### config.mk
export PLATFORM = sky130hd
export DESIGN_NAME = stack_ctrl
export DESIGN_NICKNAME = d
export VERILOG_FILES = /design/src/rtl/stack_ctrl.sv
export SDC_FILE = /design/constraint.sdc
export NUM_CORES = 1
export LEC_CHECK = 0
export CAP_MARGIN = 20
export CORE_MARGIN = 5
export CORE_UTILIZATION = 25
export CTS_BUF_LIST = sky130_fd_sc_hd__clkbuf_2
export DETAILED_ROUTE_END_ITERATION = 6
export GPL_TIMING_DRIVEN = 0
export HOLD_SLACK_MARGIN = 0.12
export PLACE_DENSITY = 0.57
export SKIP_CTS_REPAIR_TIMING = 1
export SYNTH_ARGS = -nofsm -noshare
export SYNTH_HDL_FRONTEND = slang
export SYNTH_SLANG_ARGS = --single-unit
### constraint.sdc
create_clock -name clk -period 3.8 [get_ports clk]
set_input_delay 0.76 -clock clk [delete_from_list [all_inputs] [get_ports clk]]
set_output_delay 0.76 -clock clk [all_outputs]
set_load 0.005 [all_outputs]
### src/rtl/stack_ctrl.sv
// Top-of-stack controller for the J1 data/return stacks: T register, storage
// pointer, live-entry count and sticky overflow/underflow flags.
module stack_ctrl #(
  parameter int unsigned WIDTH = 32,
  parameter int unsigned DEPTH = 4
) (
  input  logic             clk,
  input  logic             resetq,
  input  logic             op_valid,
  input  logic [1:0]       op,
  input  logic [WIDTH-1:0] din,
  input  logic             clr_err,
  output logic [WIDTH-1:0] tos,
  output logic [WIDTH-1:0] nos,
  output logic [DEPTH:0]   count,
  output logic             empty,
  output logic             full,
  output logic             ovf,
  output logic             unf,
  output logic [DEPTH-1:0] mem_ra,
  input  logic [WIDTH-1:0] mem_rd,
  output logic             mem_we,
  output logic [DEPTH-1:0] mem_wa,
  output logic [WIDTH-1:0] mem_wd
);

  localparam int unsigned CW       = DEPTH + 1;
  localparam int unsigned CAPACITY = (2 ** DEPTH) + 1;

  typedef enum logic [1:0] {
    OP_REPLACE = 2'b00,
    OP_PUSH    = 2'b01,
    OP_POP     = 2'b10,
    OP_SWAP    = 2'b11
  } op_e;

  logic [DEPTH-1:0] sp_q, sp_d;
  logic [WIDTH-1:0] tos_q, tos_d;
  logic [CW-1:0]    count_q, count_d;
  logic             ovf_q, ovf_d;
  logic             unf_q, unf_d;

  op_e              op_s;
  logic [DEPTH-1:0] sp_dec;
  logic             is_empty;
  logic             is_full;
  logic             we_raw;

  assign op_s     = op_e'(op);
  assign sp_dec   = sp_q - DEPTH'(1);
  assign is_empty = (count_q == '0);
  assign is_full  = (count_q == CW'(CAPACITY));

  // Next-state and storage write port; flag set overrides clr_err.
  always_comb begin
    sp_d    = sp_q;
    tos_d   = tos_q;
    count_d = count_q;
    ovf_d   = clr_err ? 1'b0 : ovf_q;
    unf_d   = clr_err ? 1'b0 : unf_q;
    we_raw  = 1'b0;
    mem_wa  = sp_q;
    mem_wd  = tos_q;

    if (op_valid) begin
      case (op_s)
        OP_REPLACE: begin
          tos_d = din;
          if (is_empty) count_d = CW'(1);
        end
        OP_PUSH: begin
          we_raw = 1'b1;
          mem_wa = sp_q;
          sp_d   = sp_q + DEPTH'(1);
          tos_d  = din;
          if (is_full) ovf_d = 1'b1;
          else         count_d = count_q + CW'(1);
        end
        OP_POP: begin
          tos_d = mem_rd;
          sp_d  = sp_dec;
          if (is_empty) unf_d = 1'b1;
          else          count_d = count_q - CW'(1);
        end
        OP_SWAP: begin
          we_raw = 1'b1;
          mem_wa = sp_dec;
          tos_d  = mem_rd;
          if (count_q < CW'(2)) unf_d = 1'b1;
        end
        default: ;
      endcase
    end
  end

  // A cycle with reset asserted must never disturb storage.
  assign mem_we = we_raw & ~resetq;

  always_ff @(posedge clk) begin
    if (resetq) begin
      sp_q    <= '0;
      tos_q   <= '0;
      count_q <= '0;
      ovf_q   <= 1'b0;
      unf_q   <= 1'b0;
    end else begin
      sp_q    <= sp_d;
      tos_q   <= tos_d;
      count_q <= count_d;
      ovf_q   <= ovf_d;
      unf_q   <= unf_d;
    end
  end

  assign tos    = tos_q;
  assign nos    = mem_rd;
  assign count  = count_q;
  assign empty  = is_empty;
  assign full   = is_full;
  assign ovf    = ovf_q;
  assign unf    = unf_q;
  assign mem_ra = sp_dec;

endmodule

==> impl_results.md <==
- Status: completed
- Sw frac: between 20 and 30%
- Total of warnings raised by yosys: 0
- Detailed placer's ending HPWL: ~8.5 mm
- First-pass GRT wire length: approximately 17 mm
- # diodes: 0
- WP depth: 6
- CTS tree: yes
- Register area share after synthesis: a little under a third
- Vias/cell: 4.59
- Commonest non-fill, non-tap cell in the layout: clkdlybuf4s50_1
- Final worst-path cycle share: 93.7%
- First-pass iteration count of the detailed router: 4
- Slew at the pin with the worst max-slew slack: between 0.5 and 0.6 ns
- Core Rows: 38
- Die W: ~120 um
- Required @ worst endpoint: ~3.0 ns
- Worst path most repeated cell: clkdlybuf4s50_1
- Mapped cell area: approximately 2800 sq um
- Residual DRC: 0
- RSZ-0062 raised after global routing: false
- Die area: between 10000 and 15000 sq um
- Switching Power: roughly 0.00037 W
- Max Slew Vio Count: 0
- Routed Antenna Nets: 0
- Worst stage delay on the critical path: about 0.55 ns
- WP buf/inv: 3
- Initial antenna violation count: 0
- EDFF count, synth: 0
- Nets: about 630
- Clk sinks: between 40 and 50
- CP top delay family: buffers and inverters
- Reg2Reg Capture Point: count[3]$_SDFFE_PP0P_
- Share of cells above drive strength 1: between 10 and 15%
- Clock Latency Late Sink: ~0.42 ns
- Arrival time worst endpoint: around 2.8 ns
- Worst-path clk slew: ~0.23 ns
- Gate power share: about 39%
- Yosys reg bits: 43
- Final setup viols: 0
- Setup slack after layout: between 0.2 and 0.25 ns
- Slack of the worst reg-to-reg path: 1.87 ns
- Cell variety after synth: 39
- Slew margin rel.: ~64%
- Seq pwr share: between 40 and 50%
- Placed instance area: 4790 sq um
- Min-Delay Path Depth: 2
- Synthesized net count: 437
- GP Congestion: between 0.8 and 0.9
- Via count: roughly 3200
- Power Internal: between 0.0009 and 0.001 W
- IO Count: 184
- Reg2reg path depth: 6
- FFs w/ async S/R, synth: 0%
- Clk pwr share: 21.0%
- Remaining Overflow, GRT: 0
- Hold WS: slightly above 0.5 ns
- Routed len/inst: 15.7 um
- Max-Cap Viols: 0
- Post-route design area: a little under 5000 sq um
- CP Launch Type: input pin
- Number of port buffers: 182
- Minimum clock period: 3.56 ns
- Post-Syn Instances: approximately 360
- Endpoints failing hold: 0
- Critical path class: in -> out
- Max VDD drop: between 0.1 and 0.15 mV
- Endpoint, Worst Hold: mem_wd[6]$_SDFFE_PP0P_
- Final WL: 10.8 mm
- Post-synth top flop: dfxtp_1
- Most frequent cells in the layout: clkdlybuf4s50_1, buf_4, dfxtp_1, nor2_1, nand2_1
- GRT Total Usage: 15.4%
- F_max: roughly 280 MHz
- # fillers: 1125
- CP endpoint kind: primary output
- Drt first-iter violations: 167
- H-tree Lvls: 2
- R2R Path Start: count[2]$_SDFFE_PP0P_
- Classification of the worst-slack hold path: reg -> reg
- Slowest CP cell: clkdlybuf4s50_1
- Worst-path cell chain: clkdlybuf4s50_1, ha_1, clkbuf_2, nand2_1, o21ai_0, clkdlybuf4s50_1
- Syn Area/Cell: ~8 sq um
- Largest net degree at the start of global routing: 13
- CTS Buf Count: 5
- Max clock buf depth: 2
- Static Leak: roughly 1.9 nW
- Core Region: ~11000 sq um
- Die H: 116 um
- Clock skew: between 0.009 and 0.01 ns
- Initial Util: 25.6%
- Hold Path Origin: mem_wd[6]$_SDFFE_PP0P_
- P&R area growth vs syn: 73.6%
- CP Max Fanout: 19
- Power density over the cells: around 270 nW/um^2
- Place WS: -0.285 ns
- Setup TNS: 0 ns
- Root Driver: clkbuf_2
- Vias in the first global route: approximately 3200
cells by family (layout without fill, tap and decap cells):
kind of cell               Yosys count  after routing  share of synthesized area [%]
muxes                                2              2                          0.717
adders and majority gates            8              8                           3.59
buffers and inverters              102            290                           22.7
DFF                                 43             43                           30.8
and+or+nand+nor                    101            101                           15.6
AOI/OAI and AO/OA                   95             95                           24.0
xor gates and xnor gates             8              8                           2.51
cell usage after synthesis (2+ instances only):
library cell | number | area share [%]
xnor2_1 | 3 | 0.94
nor3_1 | 2 | 0.36
a32oi_1 | 2 | 0.63
or3_1 | 5 | 1.1
xor2_1 | 5 | 1.6
o32ai_1 | 3 | 0.94
buf_2 | 2 | 0.36
nand2b_1 | 3 | 0.67
dfxtp_1 | 43 | 31
mux2i_1 | 2 | 0.72
buf_4 | 64 | 17
a311oi_1 | 32 | 10
ha_1 | 8 | 3.6
o21ai_0 | 36 | 6.5
inv_1 | 11 | 1.5
nor2_1 | 42 | 5.6
nor2b_1 | 2 | 0.45
a211oi_1 | 2 | 0.54
nand2_1 | 37 | 5.0
a21oi_1 | 8 | 1.4
nand3_1 | 4 | 0.72
clkbuf_1 | 24 | 3.2
a21boi_1 | 3 | 0.81
area by class of cell:
class                   instances  area [sq um]  share of cell area, %
clock inverters                 1          30.0                  0.620
inverters                      11          41.3                  0.852
well taps                     140           175                   3.61
repair buffers                182          1820                   37.6
flip-flops and latches         43           861                   17.8
clock buffers                   6          30.0                  0.620
multi-input cells             214          1300                   26.8
plain buffers                  90           589                   12.2
worst min-delay path, cell delays in order, from the launching register on:
cell and delay (ns):
dfxtp_1 0.37, nor2_1 0.08, a311oi_1 0.05
layer usage:
metal	track usage (%)	wire (um)	part of all wire [%]	up-vias
met1	19.1	4520	42	1430
met4	2.47	83	0.77	0
met5	0	0	0	-
met3	5.12	1150	11	10
li1	-	-	-	1565
met2	26.7	5020	47	150
metrics by stage:
stage                     power, W  std cells  utilization (%)
after floorplan           0.000733        359                -
after global placement     0.00102        681             44.0
after detailed placement   0.00103        681             44.0
after CTS                  0.00131        688             44.5
after global routing       0.00138        687             44.5
final                      0.00129        687             44.5
flip-flops by register name, indices dropped and copies added (netlist names):
register,count
mem_wd,32
count,5
sp_q,4
unf,1
ovf,1
power by group through the flow:
stage               registers (W)  clock network (W)  logic [W]
floorplan                0.000522                  0   0.000211
detailed placement       0.000526                  0   0.000505
finish                   0.000517           0.000270   0.000499
global placement         0.000525                  0   0.000498
global route             0.000525           0.000306   0.000545
CTS                      0.000518           0.000287   0.000508
worst max path at each step:
stage,start,endpoint,slack [ns]
final,op[0],mem_wa[1],0.24
after detailed placement,op[0],mem_wa[0],-0.28
after global placement,op[0],mem_wa[1],-0.20
after floorplan,op[0],count[4]$_SDFFE_PP0P_,1.27
after global routing,op[0],mem_wa[1],0.07
after CTS,op[0],mem_wa[0],-0.29
(Power assumes the default switching activity.)
